<file path="config.mk">
export PLATFORM = sky130hd
export DESIGN_NAME = cp0_timer_irq
export DESIGN_NICKNAME = d
export VERILOG_FILES = /design/src/rtl/cp0_timer_irq.sv
export SDC_FILE = /design/constraint.sdc
export NUM_CORES = 1
export LEC_CHECK = 0
export ABC_AREA = 1
export BUFFER_PORTS_ARGS = -buffer_cell sky130_fd_sc_hd__clkbuf_2
export CORE_UTILIZATION = 45
export CTS_CLUSTER_SIZE = 25
export DETAILED_ROUTE_END_ITERATION = 8
export HOLD_SLACK_MARGIN = 0.12
export PLACE_DENSITY = 0.7
export SETUP_SLACK_MARGIN = 0.2
export SYNTH_ARGS = -nofsm -noshare
export SYNTH_HDL_FRONTEND = slang
export SYNTH_SLANG_ARGS = --single-unit
</file>
<file path="constraint.sdc">
create_clock -name clk -period 1.9 [get_ports clk]
set_input_delay 0.38 -clock clk [delete_from_list [all_inputs] [get_ports clk]]
set_output_delay 0.38 -clock clk [all_outputs]
set_load 0.05 [all_outputs]
</file>
<file path="src/rtl/cp0_timer_irq.sv">
// cp0_timer_irq: coprocessor-0 register file with exception/ERET redirect,
// gated interrupt request, external + software interrupt pending bits and a
// prescaled Count/Compare timer.
//
// Ports:
//   clk, reset              clock, synchronous active-high reset
//   writeEnable/number/     mtc0 write strobe, register index, data
//   writeData
//   readData                mfc0 data, combinational from number
//   hasExceptionInPipeline  masks interruptNow while an exception is in flight
//   isException, isBD,      exception (or ERET) presented this cycle, delay-slot
//   exceptionCause,         flag, ExcCode, PC of the excepting instruction and
//   exceptionPC, badVAddr   faulting address for address-error exceptions
//   jump/jumpAddress        combinational fetch redirect and its target
//   interruptNow            interrupt request to the pipeline
//   externalInterrupt       level-sensitive device interrupt lines
//
// mtc0/mfc0 handshake: there is no valid/ready pair. A write takes effect at
// the clock edge where writeEnable is high, unless isException is also high
// in that cycle (the flushed instruction's write is dropped). Reads are purely
// combinational on number.
module cp0_timer_irq #(
  parameter int          NUM_IRQ    = 6,
  parameter int          TIMER_LINE = 15,
  parameter int          COUNT_DIV  = 2,
  parameter logic [31:0] EXC_VECTOR = 32'hBFC00380,
  parameter logic [31:0] PRID_VALUE = 32'hDEADBEEF,
  parameter logic        RESET_EXL  = 1'b1
) (
  input  logic               clk,
  input  logic               reset,
  input  logic               writeEnable,
  input  logic [4:0]         number,
  input  logic [31:0]        writeData,
  output logic [31:0]        readData,
  input  logic               hasExceptionInPipeline,
  input  logic               isException,
  input  logic               isBD,
  input  logic [4:0]         exceptionCause,
  input  logic [31:0]        exceptionPC,
  input  logic [31:0]        badVAddr,
  output logic               jump,
  output logic [31:0]        jumpAddress,
  output logic               interruptNow,
  input  logic [NUM_IRQ-1:0] externalInterrupt
);

  // ExcCode value the pipeline uses to present an ERET.
  localparam logic [4:0] CAUSE_ERET = 5'h10;
  localparam int         TI_BIT     = TIMER_LINE - 10;
  localparam logic [7:0] PRESC_MAX  = 8'(COUNT_DIV - 1);

  localparam logic [4:0] REG_BADVADDR = 5'd8;
  localparam logic [4:0] REG_COUNT    = 5'd9;
  localparam logic [4:0] REG_COMPARE  = 5'd11;
  localparam logic [4:0] REG_SR       = 5'd12;
  localparam logic [4:0] REG_CAUSE    = 5'd13;
  localparam logic [4:0] REG_EPC      = 5'd14;
  localparam logic [4:0] REG_PRID     = 5'd15;

  // SR fields
  logic        srIe;
  logic        srExl;
  logic [7:0]  srIm;
  // Cause fields
  logic [4:0]  excCode;
  logic [1:0]  ipSw;
  logic [5:0]  ipHw;
  logic        ti;
  logic        bd;
  // Other registers
  logic [31:0] epc;
  logic [31:0] badVAddrReg;
  logic [31:0] count;
  logic [31:0] compare;
  logic [7:0]  prescaler;

  // Redirect decode
  logic excTake;
  logic eretTake;
  logic wrEn;

  assign excTake  = isException & ~srExl & (exceptionCause != CAUSE_ERET);
  assign eretTake = isException &  srExl & (exceptionCause == CAUSE_ERET);
  assign jump        = excTake | eretTake;
  assign jumpAddress = eretTake ? epc : EXC_VECTOR;

  // Any presented exception flushes the instruction carrying the mtc0.
  assign wrEn = writeEnable & ~isException;

  logic countWr;
  logic compareWr;
  logic srWr;
  logic causeWr;
  logic epcWr;

  assign countWr   = wrEn & (number == REG_COUNT);
  assign compareWr = wrEn & (number == REG_COMPARE);
  assign srWr      = wrEn & (number == REG_SR);
  assign causeWr   = wrEn & (number == REG_CAUSE);
  assign epcWr     = wrEn & (number == REG_EPC);

  // Timer
  logic        presWrap;
  logic [31:0] countInc;
  logic        tiNext;

  assign presWrap = (prescaler == PRESC_MAX);
  assign countInc = count + 32'd1;

  // TI is sticky; a Count write suppresses the increment (and its match),
  // a Compare write clears TI even if the increment matched this edge.
  always_comb begin
    tiNext = ti;
    if (!countWr && presWrap && (countInc == compare)) tiNext = 1'b1;
    if (compareWr) tiNext = 1'b0;
  end

  // Hardware IP bits: unused external lines read 0; TI joins its line using
  // the value it takes at this edge so TI and its IP bit rise together.
  logic [5:0] ipHwNext;
  always_comb begin
    ipHwNext = '0;
    for (int i = 0; i < NUM_IRQ; i++) ipHwNext[i] = externalInterrupt[i];
    ipHwNext[TI_BIT] = ipHwNext[TI_BIT] | tiNext;
  end

  always_ff @(posedge clk) begin
    if (reset) begin
      srIe        <= 1'b0;
      srExl       <= RESET_EXL;
      srIm        <= 8'hFF;
      excCode     <= '0;
      ipSw        <= '0;
      ipHw        <= '0;
      ti          <= 1'b0;
      bd          <= 1'b0;
      epc         <= '0;
      badVAddrReg <= '0;
      count       <= '0;
      compare     <= 32'hFFFFFFFF;
      prescaler   <= '0;
    end else begin
      ti   <= tiNext;
      ipHw <= ipHwNext;

      if (countWr) begin
        count     <= writeData;
        prescaler <= '0;
      end else if (presWrap) begin
        count     <= countInc;
        prescaler <= '0;
      end else begin
        prescaler <= prescaler + 8'd1;
      end

      if (compareWr) compare <= writeData;

      if (excTake) begin
        srExl   <= 1'b1;
        bd      <= isBD;
        excCode <= exceptionCause;
        epc     <= isBD ? (exceptionPC - 32'd4) : exceptionPC;
        if (exceptionCause == 5'd4 || exceptionCause == 5'd5)
          badVAddrReg <= badVAddr;
      end else if (eretTake) begin
        srExl <= 1'b0;
      end

      if (srWr) begin
        srIe  <= writeData[0];
        srExl <= writeData[1];
        srIm  <= writeData[15:8];
      end
      if (causeWr) ipSw <= writeData[9:8];
      if (epcWr)   epc  <= writeData;
    end
  end

  assign interruptNow = srIe & ~srExl & ~hasExceptionInPipeline &
                        (|({ipHw, ipSw} & srIm));

  always_comb begin
    readData = '0;
    case (number)
      REG_BADVADDR: readData = badVAddrReg;
      REG_COUNT:    readData = count;
      REG_COMPARE:  readData = compare;
      REG_SR:       readData = {16'b0, srIm, 6'b0, srExl, srIe};
      REG_CAUSE:    readData = {bd, ti, 14'b0, ipHw, ipSw, 1'b0, excCode, 2'b0};
      REG_EPC:      readData = epc;
      REG_PRID:     readData = PRID_VALUE;
      default:      readData = '0;
    endcase
  end

endmodule
</file>
Yosys cells after proc, flatten, opt, wreduce, memory -nomap -nowiden
Cells that the tools add are included.

Flip-flop bits (word level): 161. Bits of input ports: 118.

Add/sub/neg operators: 3. Eq/ne operators: 13. Muxes and demuxes: 12. Bitwise gates (word level): 19. Reductions and logical operators: 10.

Operators by type and width (count): one-hot mux 32 bit (7 select lines) (1); 2-to-1 mux 32 bit (6); == test 5 x 4 -> 1 bit, second input constant (7); adder 32 x 1 -> 32 bit, second input constant (1); == test 32 bit (1); subtractor 32 x 3 -> 32 bit, second input constant (1); AND 1 bit (13); == test 5 x 3 -> 1 bit, second input constant (2); adder 8 x 1 -> 8 bit, second input constant (1); AND 8 bit (1); == test 8 x 1 -> 1 bit, second input constant (1); OR reduction 8 bit (1); == test 5 bit, second input constant (1); 2-to-1 mux 1 bit (5); inequality test 5 bit, second input constant (1); nonzero test 2 bit (2); NOT 1 bit (3); nonzero test 3 bit (1); OR reduction 3 bit (1); logical AND 1 bit (2); OR 1 bit (2); AND reduction 2 bit (1); logical NOT 1 bit (1); logical OR 1 bit (1).

Depth between registers and ports, before layout
Gate-level depths: netlist (run 1).

Word-level depth: 9. Depth in mapped cells: 18. Gate-level depth less buffers: 18.

Worst setup path after synthesis (run 1)
Ideal clock, no wire load.

Path kind: flip-flop to output port. From: register ipSw[0]. To: output port interruptNow. Arrival time: 3.025 ns. Data required time: 1.520 ns. Setup slack: -1.505 ns. Stages on the path, launching flop included: 5. Cells stage by stage: dfxtp_1 inv_1 o21ai_0 a221oi_1 a2111oi_0.

Cells in the longest elaborated chain, start to end: 3.

RTL lines: from (decl) (line 67) `logic [1:0] ipSw;`; from (signal assigned) (line 175) `if (causeWr) ipSw <= writeData[9:8];`; AND 8 bit (line 181) `(|({ipHw, ipSw} & srIm));`; OR reduction 8 bit (line 181); AND 1 bit (line 180) `assign interruptNow = srIe & ~srExl & ~hasExceptionInPipeline &`; to (decl) (line 44) `output logic interruptNow,`.

Every way passes these cells.

Worst setup path in the final report (run 1)
From: input port number[2]. To: output port readData[6].

Cells in the longest elaborated chain, start to end: 2. Elaborated cells between the ends (all ways): 8.

RTL lines: from (decl) (line 33) `input logic [4:0] number,`; == test 5 x 4 -> 1 bit (line 185) `case (number)`; one-hot mux 32 bit (7 select lines) * (line 185); to (decl) (line 35) `output logic [31:0] readData,`.

Mark *: on every way between the ends. The rest lies on a longest branch, timed or not.

==> impl_metrics.tcl, run 1 <==
set metrics [dict create \
    status "finished with violations" \
    violations "DRC, setup timing" \
    yosys.area_share.simple_pct 36.8 \
    final_cell_mix "399 x nand2_1, 172 x buf_4, 171 x nor2_1" \
    required_ps 1520 \
    internal_power_mw 5.98 \
    pre_cts_ws_ps -443 \
    ys_warn_count 0 \
    avgSynthCellArea_sq_um 6.30 \
    grt_max_degree 65 \
    grt-ovfl-total 0 \
    clockRootBuffer "clkbuf_16" \
    setup_viol 70 \
    nets 2063 \
    gp_congestion 0.986 \
    ctsHoldBuffers 0 \
    seqPwrFrac_pct 40.9 \
    startpoint_type "input pin" \
    drv_cap 0 \
    area_growth_pct 72.2 \
    period_share_pct 132 \
    worst_slack_ps -607 \
    cts_max_level 4 \
    wire_per_inst_microns 23.3 \
    cpMaxStageDelayCell "o211ai_1" \
    wl_microns 51800 \
    synth_top_family_by_area "simple AND/OR/NAND/NOR gates" \
    num_io_pins 184 \
    synth_nets 1662 \
    ys_types 46 \
    grt_util_all_layers_pct 38.1 \
    skew_ps 11.3 \
    clkTransAtPathRegs_ps 70 \
    coreArea_sq_mm 0.0211 \
    rsz0062_at_grt "yes" \
    drtIter0Drc 1639 \
    rows 53 \
    muxShareOfSynthArea_pct 0 \
    synthXorXnorAreaFrac_pct 3.59 \
    synth_compound_area_share_pct 16.7 \
    worst-slew-pin-transition_ps 669 \
    grt_pass1_vias 12300 \
    cp_slowest_stage_delay_ps 310 \
    fin_crit_ps 2510 \
    via_count 13800 \
    syn_inst 1540 \
    dr.pass1.iters 9 \
    critPathCaptureType "primary output" \
    hold_viol 0 \
    ys.flop_type "dfxtp_1" \
    max-clock-path-buffers 2 \
    relSlewSlack_pct 55.2 \
    clk_latency_ps 450 \
    antenna_found_initial 0 \
    worstSetupPathType "input pin to primary output" \
    viasPerCell 6.17 \
    pwr-share-clk_pct 41.1 \
    antenna_cells 0 \
    dpl_cell_area_sq_mm 0.0137 \
    ant_nets 0 \
    layout_commonest_cell "nand2_1" \
    clock_sinks 161 \
    die_area_sq_mm 0.0221 \
    cp.arrival_ps 2130 \
    ys_seq_elements 161 \
    cts_inserted_buffers 17 \
    synth.cell_area_sq_mm 0.00970 \
    ys_seq_area_share_pct 33.2 \
    fmax_mhz 399 \
    placed_cells 2134 \
    synth-async-reset-ratio_pct 0 \
    grt_pass1_wl_microns 64900 \
    p_leak_nw 6.93 \
    power_frac_comb_pct 18.0 \
    cts_tree "yes" \
    initial_core_util_pct 46.0 \
    p_switching_mw 2.52 \
    drive_gt1_share_pct 39.1 \
    die_h_microns 149 \
    design_area_sq_mm 0.0167 \
    finalSetupTns_ps -22150 \
    portBuffers 183 \
    dpl.hpwl_microns 30500 \
    path_cells "clkbuf_16 > inv_16 > nand2_4 > nor2_4 > inv_2 > buf_4 > nor2_4 > buf_12 > clkinv_8 > o22ai_4 > a21oi_2 > o211ai_1 > clkbuf_16" \
    synth_edf_count 0 \
    maxSlewViolCount 0 \
    instances_no_fill 2229 \
    synthAdderAreaFrac_pct 0.516 \
    peakVddDrop_uv 464 \
    fp.dieW_microns 149 \
    p_per_area_mw_per_mm2 508 \
    p_sw_share_pct 29.6 \
    hp-class "input pin to register" \
    hold_slack_ps 158 \
    drc 12 \
    path_max_fanout 6 \
]
==> Yosys cell counts (3+ instances only) <==
master / n / area share (%)
nand2_1: 448 / 17
nor2_1: 220 / 8.5
dfxtp_1: 161 / 33
inv_1: 160 / 6.2
nand3_1: 104 / 5.4
o21ai_0: 88 / 4.5
a31oi_1: 53 / 3.4
clkbuf_1: 43 / 1.7
a21oi_1: 39 / 2.0
o211ai_1: 38 / 2.9
o22ai_1: 21 / 1.4
xor2_1: 17 / 1.5
xnor2_1: 15 / 1.4
a221oi_1: 12 / 1.1
buf_2: 12 / 0.62
nand4_1: 12 / 0.77
nor2_2: 9 / 0.58
inv_2: 8 / 0.31
o2111ai_1: 7 / 0.63
or2_2: 7 / 0.45
nand2_2: 6 / 0.39
nor2_4: 6 / 0.70
buf_1: 5 / 0.19
nor3_1: 5 / 0.26
ha_1: 4 / 0.52
nand3b_1: 4 / 0.31
o221ai_1: 4 / 0.36
and2_1: 3 / 0.19
nand2_4: 3 / 0.35
or2_1: 3 / 0.19
xnor3_1: 3 / 0.70
==> layout make-up <==
cell class / instances / area [sq um]
Multi-Input combinational cell: 1148 / 7170
Timing Repair Buffer: 442 / 4620
Fill cell: 1244 / 4380
Sequential cell: 161 / 3250
Inverter: 169 / 721
Clock buffer: 22 / 475
Tap cell: 275 / 344
Clock inverter: 10 / 101
Timing Repair inverter: 2 / 25.0
==> stage by stage <==
stage	util, %	power [mW]
floorplan	-	4.08
global placement	65.1	4.76
detailed placement	65.1	4.77
CTS	73.2	8.19
global route	79.2	8.64
finish	79.2	8.49
==> routing by layer <==
layer	wire length (microns)	up-vias	global-route usage, %
met5	0	-	0
met4	4830	0	21.1
met3	6940	434	9.60
met2	22500	1218	61.6
met1	17600	6247	46.3
li1	-	5853	-
==> power groups by stage <==
stage | clock network [mW] | logic [mW] | registers, mW
floorplan | 0 | 0.548 | 3.53
global placement | 0 | 1.23 | 3.53
detailed placement | 0 | 1.23 | 3.54
CTS | 3.41 | 1.32 | 3.46
global route | 3.60 | 1.57 | 3.47
finish | 3.49 | 1.53 | 3.47
==> registers in the layout (all words and copies together) (netlist names), 5 cells and up <==
register,count
ipHw,6
epc,32
count,32
compare,32
excCode,5
prescaler,8
srIm,8
badVAddrReg,32
==> critical path: cells and delay by family <==
kind	cells	cell delay, ps
buf+inv	7	910
compound gates	3	490
simple gates	3	330
==> timing repair <==
action	CTS	global route
endpoints found under the setup margin	72	158
gates cloned	4	10
pin swaps	50	54
resized for setup	187	224
setup buffers	21	28
==> worst paths after layout <==
| check | start | endpoint | slack [ps] | cells after the start |
|---|---|---|---|---|
| setup / recovery | number[2] | readData[6] | -610 | 13 |
| hold / removal | externalInterrupt[2] | ipHw[2]$_SDFF_PP0_ | 160 | 3 |
| setup reg to reg | count[6]$_SDFFE_PP0P_ | ti$_SDFF_PP0_ | -340 | 15 |
| hold reg to reg | epc[10]$_SDFFE_PP0P_ | epc[10]$_SDFFE_PP0P_ | 480 | 2 |
==> logic make-up after synthesis <==
| family | Yosys count |
|---|---|
| flops | 161 |
| simple gates | 843 |
| compound gates | 266 |
| xor+xnor | 35 |
| buf+inv | 231 |
| fa+ha+maj | 4 |
Power figures use the tool's default switching activity.
==> run 2, diff against run 1 <==
--- a/config.mk
+++ b/config.mk
@@ -8,10 +8,11 @@
 export ABC_AREA = 1
 export BUFFER_PORTS_ARGS = -buffer_cell sky130_fd_sc_hd__clkbuf_2
 export CORE_UTILIZATION = 45
-export CTS_CLUSTER_SIZE = 25
+export CTS_CLUSTER_SIZE = 14
 export DETAILED_ROUTE_END_ITERATION = 8
 export HOLD_SLACK_MARGIN = 0.12
 export PLACE_DENSITY = 0.7
+export RECOVER_POWER = 25
 export SETUP_SLACK_MARGIN = 0.2
 export SYNTH_ARGS = -nofsm -noshare
 export SYNTH_HDL_FRONTEND = slang
==> constraint.sdc (replaced) <==
create_clock -name clk -period 1.9 [get_ports clk]
set_input_delay 0.285 -clock clk [delete_from_list [all_inputs] [get_ports clk]]
set_output_delay 0.285 -clock clk [all_outputs]
set_load 0.05 [all_outputs]
==> impl_metrics.tcl, run 2 (synthesis results as in run 1) <==
set metrics [dict create \
    status "finished with violations" \
    violations "capacitance limit, slew limit, setup timing" \
    grt_util_all_layers_pct 38.4 \
    antenna_found_initial 1 \
    drive_gt1_share_pct 38.7 \
    peakVddDrop_uv 491 \
    layout_commonest_cell "nand2_1" \
    gp_congestion 0.952 \
    num_io_pins 184 \
    holdCritStartpoint "badVAddr[26]" \
    fmax_mhz 472 \
    grt-ovfl-total 0 \
    startpoint_type "input pin" \
    final_cell_mix "417 x nand2_1, 176 x buf_4, 165 x nor2_1" \
    p_per_area_mw_per_mm2 524 \
    drtIter0Drc 1544 \
    cts_inserted_buffers 17 \
    placed_cells 2127 \
    n_fill_cell 1381 \
    finalSetupTns_ps -6310 \
    drc 0 \
    setup_viol 65 \
    path_max_fanout 6 \
    r2r-start "count[10]$_SDFFE_PP0P_" \
    rows 53 \
    ant_nets 0 \
    period_share_pct 111 \
    worst-slew-pin-transition_ps 1630 \
    fin_crit_ps 2120 \
    max-clock-path-buffers 2 \
    portBuffers 183 \
    relSlewSlack_pct -8.59 \
    viasPerCell 5.92 \
    cp-startpoint "number[2]" \
    initial_core_util_pct 46.0 \
    p_total_mw 8.60 \
    grt_max_degree 65 \
    instances_no_fill 2230 \
    maxSlewViolCount 65 \
    clk_latency_ps 440 \
    fp.dieW_microns 149 \
    required_ps 1620 \
    critPathCaptureType "primary output" \
    worst_slack_ps -217 \
    die_area_sq_mm 0.0221 \
    hp-class "input pin to register" \
    grt_pass1_wl_microns 64800 \
    reg2reg_depth 14 \
    wire_per_inst_microns 21.2 \
    coreArea_sq_mm 0.0211 \
    nets 2063 \
    die_h_microns 149 \
    clockRootBuffer "clkbuf_16" \
    cts_max_level 4 \
    clock_sinks 161 \
    grt_pass1_vias 12000 \
    via_count 13200 \
    clkTransAtPathRegs_ps 70 \
    dpl.hpwl_microns 30900 \
    wl_microns 47200 \
    cts_tree "yes" \
    reg2reg_slack_ps -200 \
    worstReg2RegEnd "ipHw[5]$_SDFF_PP0_" \
    dr.pass1.iters 6 \
    skew_ps 9.87 \
    hold_viol 0 \
    drv_cap 1 \
    critPathCapture "readData[21]" \
    worstSetupPathType "input pin to primary output" \
    p_leak_nw 6.80 \
    cp.arrival_ps 1830 \
    area_growth_pct 69.1 \
    rsz0062_at_grt "yes" \
]
-- run 2: changes by cell type in the layout (fill, tap and decap cells not counted), moves of 6 or more --
cell | before | now
dfxtp_1 | 145 | 138
buf_6 | 45 | 37
nand3_2 | 4 | 11
buf_12 | 71 | 64
o21ai_0 | 66 | 56
dfxtp_2 | 13 | 21
dlygate4sd3_1 | 0 | 14
o21ai_2 | 4 | 10
nor2_1 | 171 | 165
inv_1 | 136 | 127
buf_8 | 25 | 17
nand2_2 | 34 | 19
nand2_1 | 399 | 417
o21ai_1 | 3 | 10
-- run 2: how the worst min path moves through the flow --
stage                     depth (start not counted)  slack, ps                      endpoint
final                                             3        130  badVAddrReg[26]$_SDFFE_PP0P_
after global placement                            2        440       excCode[4]$_SDFFE_PP0P_
after CTS                                         3        120   badVAddrReg[5]$_SDFFE_PP0P_
after floorplan                                   2        390            ipHw[0]$_SDFF_PP0_
after detailed placement                          2        450       excCode[4]$_SDFFE_PP0P_
after global routing                              3        150      compare[17]$_SDFFE_PP1P_
-- run 2: routing by layer --
| metal | vias to the layer above | wire length, microns | global-route usage, % |
|---|---|---|---|
| met4 | 0 | 3120 | 18.4 |
| met3 | 287 | 4830 | 5.44 |
| met5 | - | 0 | 0 |
| met2 | 902 | 21600 | 63.1 |
| li1 | 5853 | - | - |
| met1 | 6151 | 17700 | 49.3 |
-- run 2: worst max-delay path, stage by stage --
cell	delay, ps
clkbuf_16	130
inv_16	30
nand2_4	60
nor2_4	40
inv_4	90
buf_6	110
nor2_4	50
buf_12	130
buf_12	130
clkbuf_16	160
a221oi_4	320
o21ai_4	110
buf_12	160
-- run 2: what timing repair did --
action	CTS	global route
endpoints found under the setup margin	88	134
endpoints found under the hold margin	14	0
cloned	3	5
pin swaps	29	55
hold buffers	14	0
buffers inserted	23	25
gates resized for setup	224	182
-- run 2: through the flow --
step	util [%]	instance area, sq um	setup slack [ps]	hold slack (ps)
floorplan	-	10400	11.9	392
global placement	64.5	13600	-246	443
detailed placement	64.5	13600	-247	453
CTS	73.4	15500	-111	122
global route	77.8	16400	-345	150
finish	77.8	16400	-217	127
-- run 2: final cells by class --
| class | count | area (sq um) | share of cell area (%) |
|---|---|---|---|
| clock inverter | 13 | 151 | 0.923 |
| inverter | 169 | 719 | 4.39 |
| sequential | 161 | 3260 | 19.9 |
| clock buffer | 19 | 453 | 2.76 |
| timing repair buffer | 442 | 4410 | 26.9 |
| antenna | 1 | 2.50 | 0.0153 |
| timing repair inverter | 2 | 22.5 | 0.137 |
| multi-input combinational | 1148 | 7040 | 42.9 |
| tap | 275 | 344 | 2.10 |
-- run 2: power breakdown --
part / internal, mW / switching (mW)
sequential: 3.43 / 0.0435
clock: 2.03 / 1.57
combinational: 0.624 / 0.895
total: 6.08 / 2.51
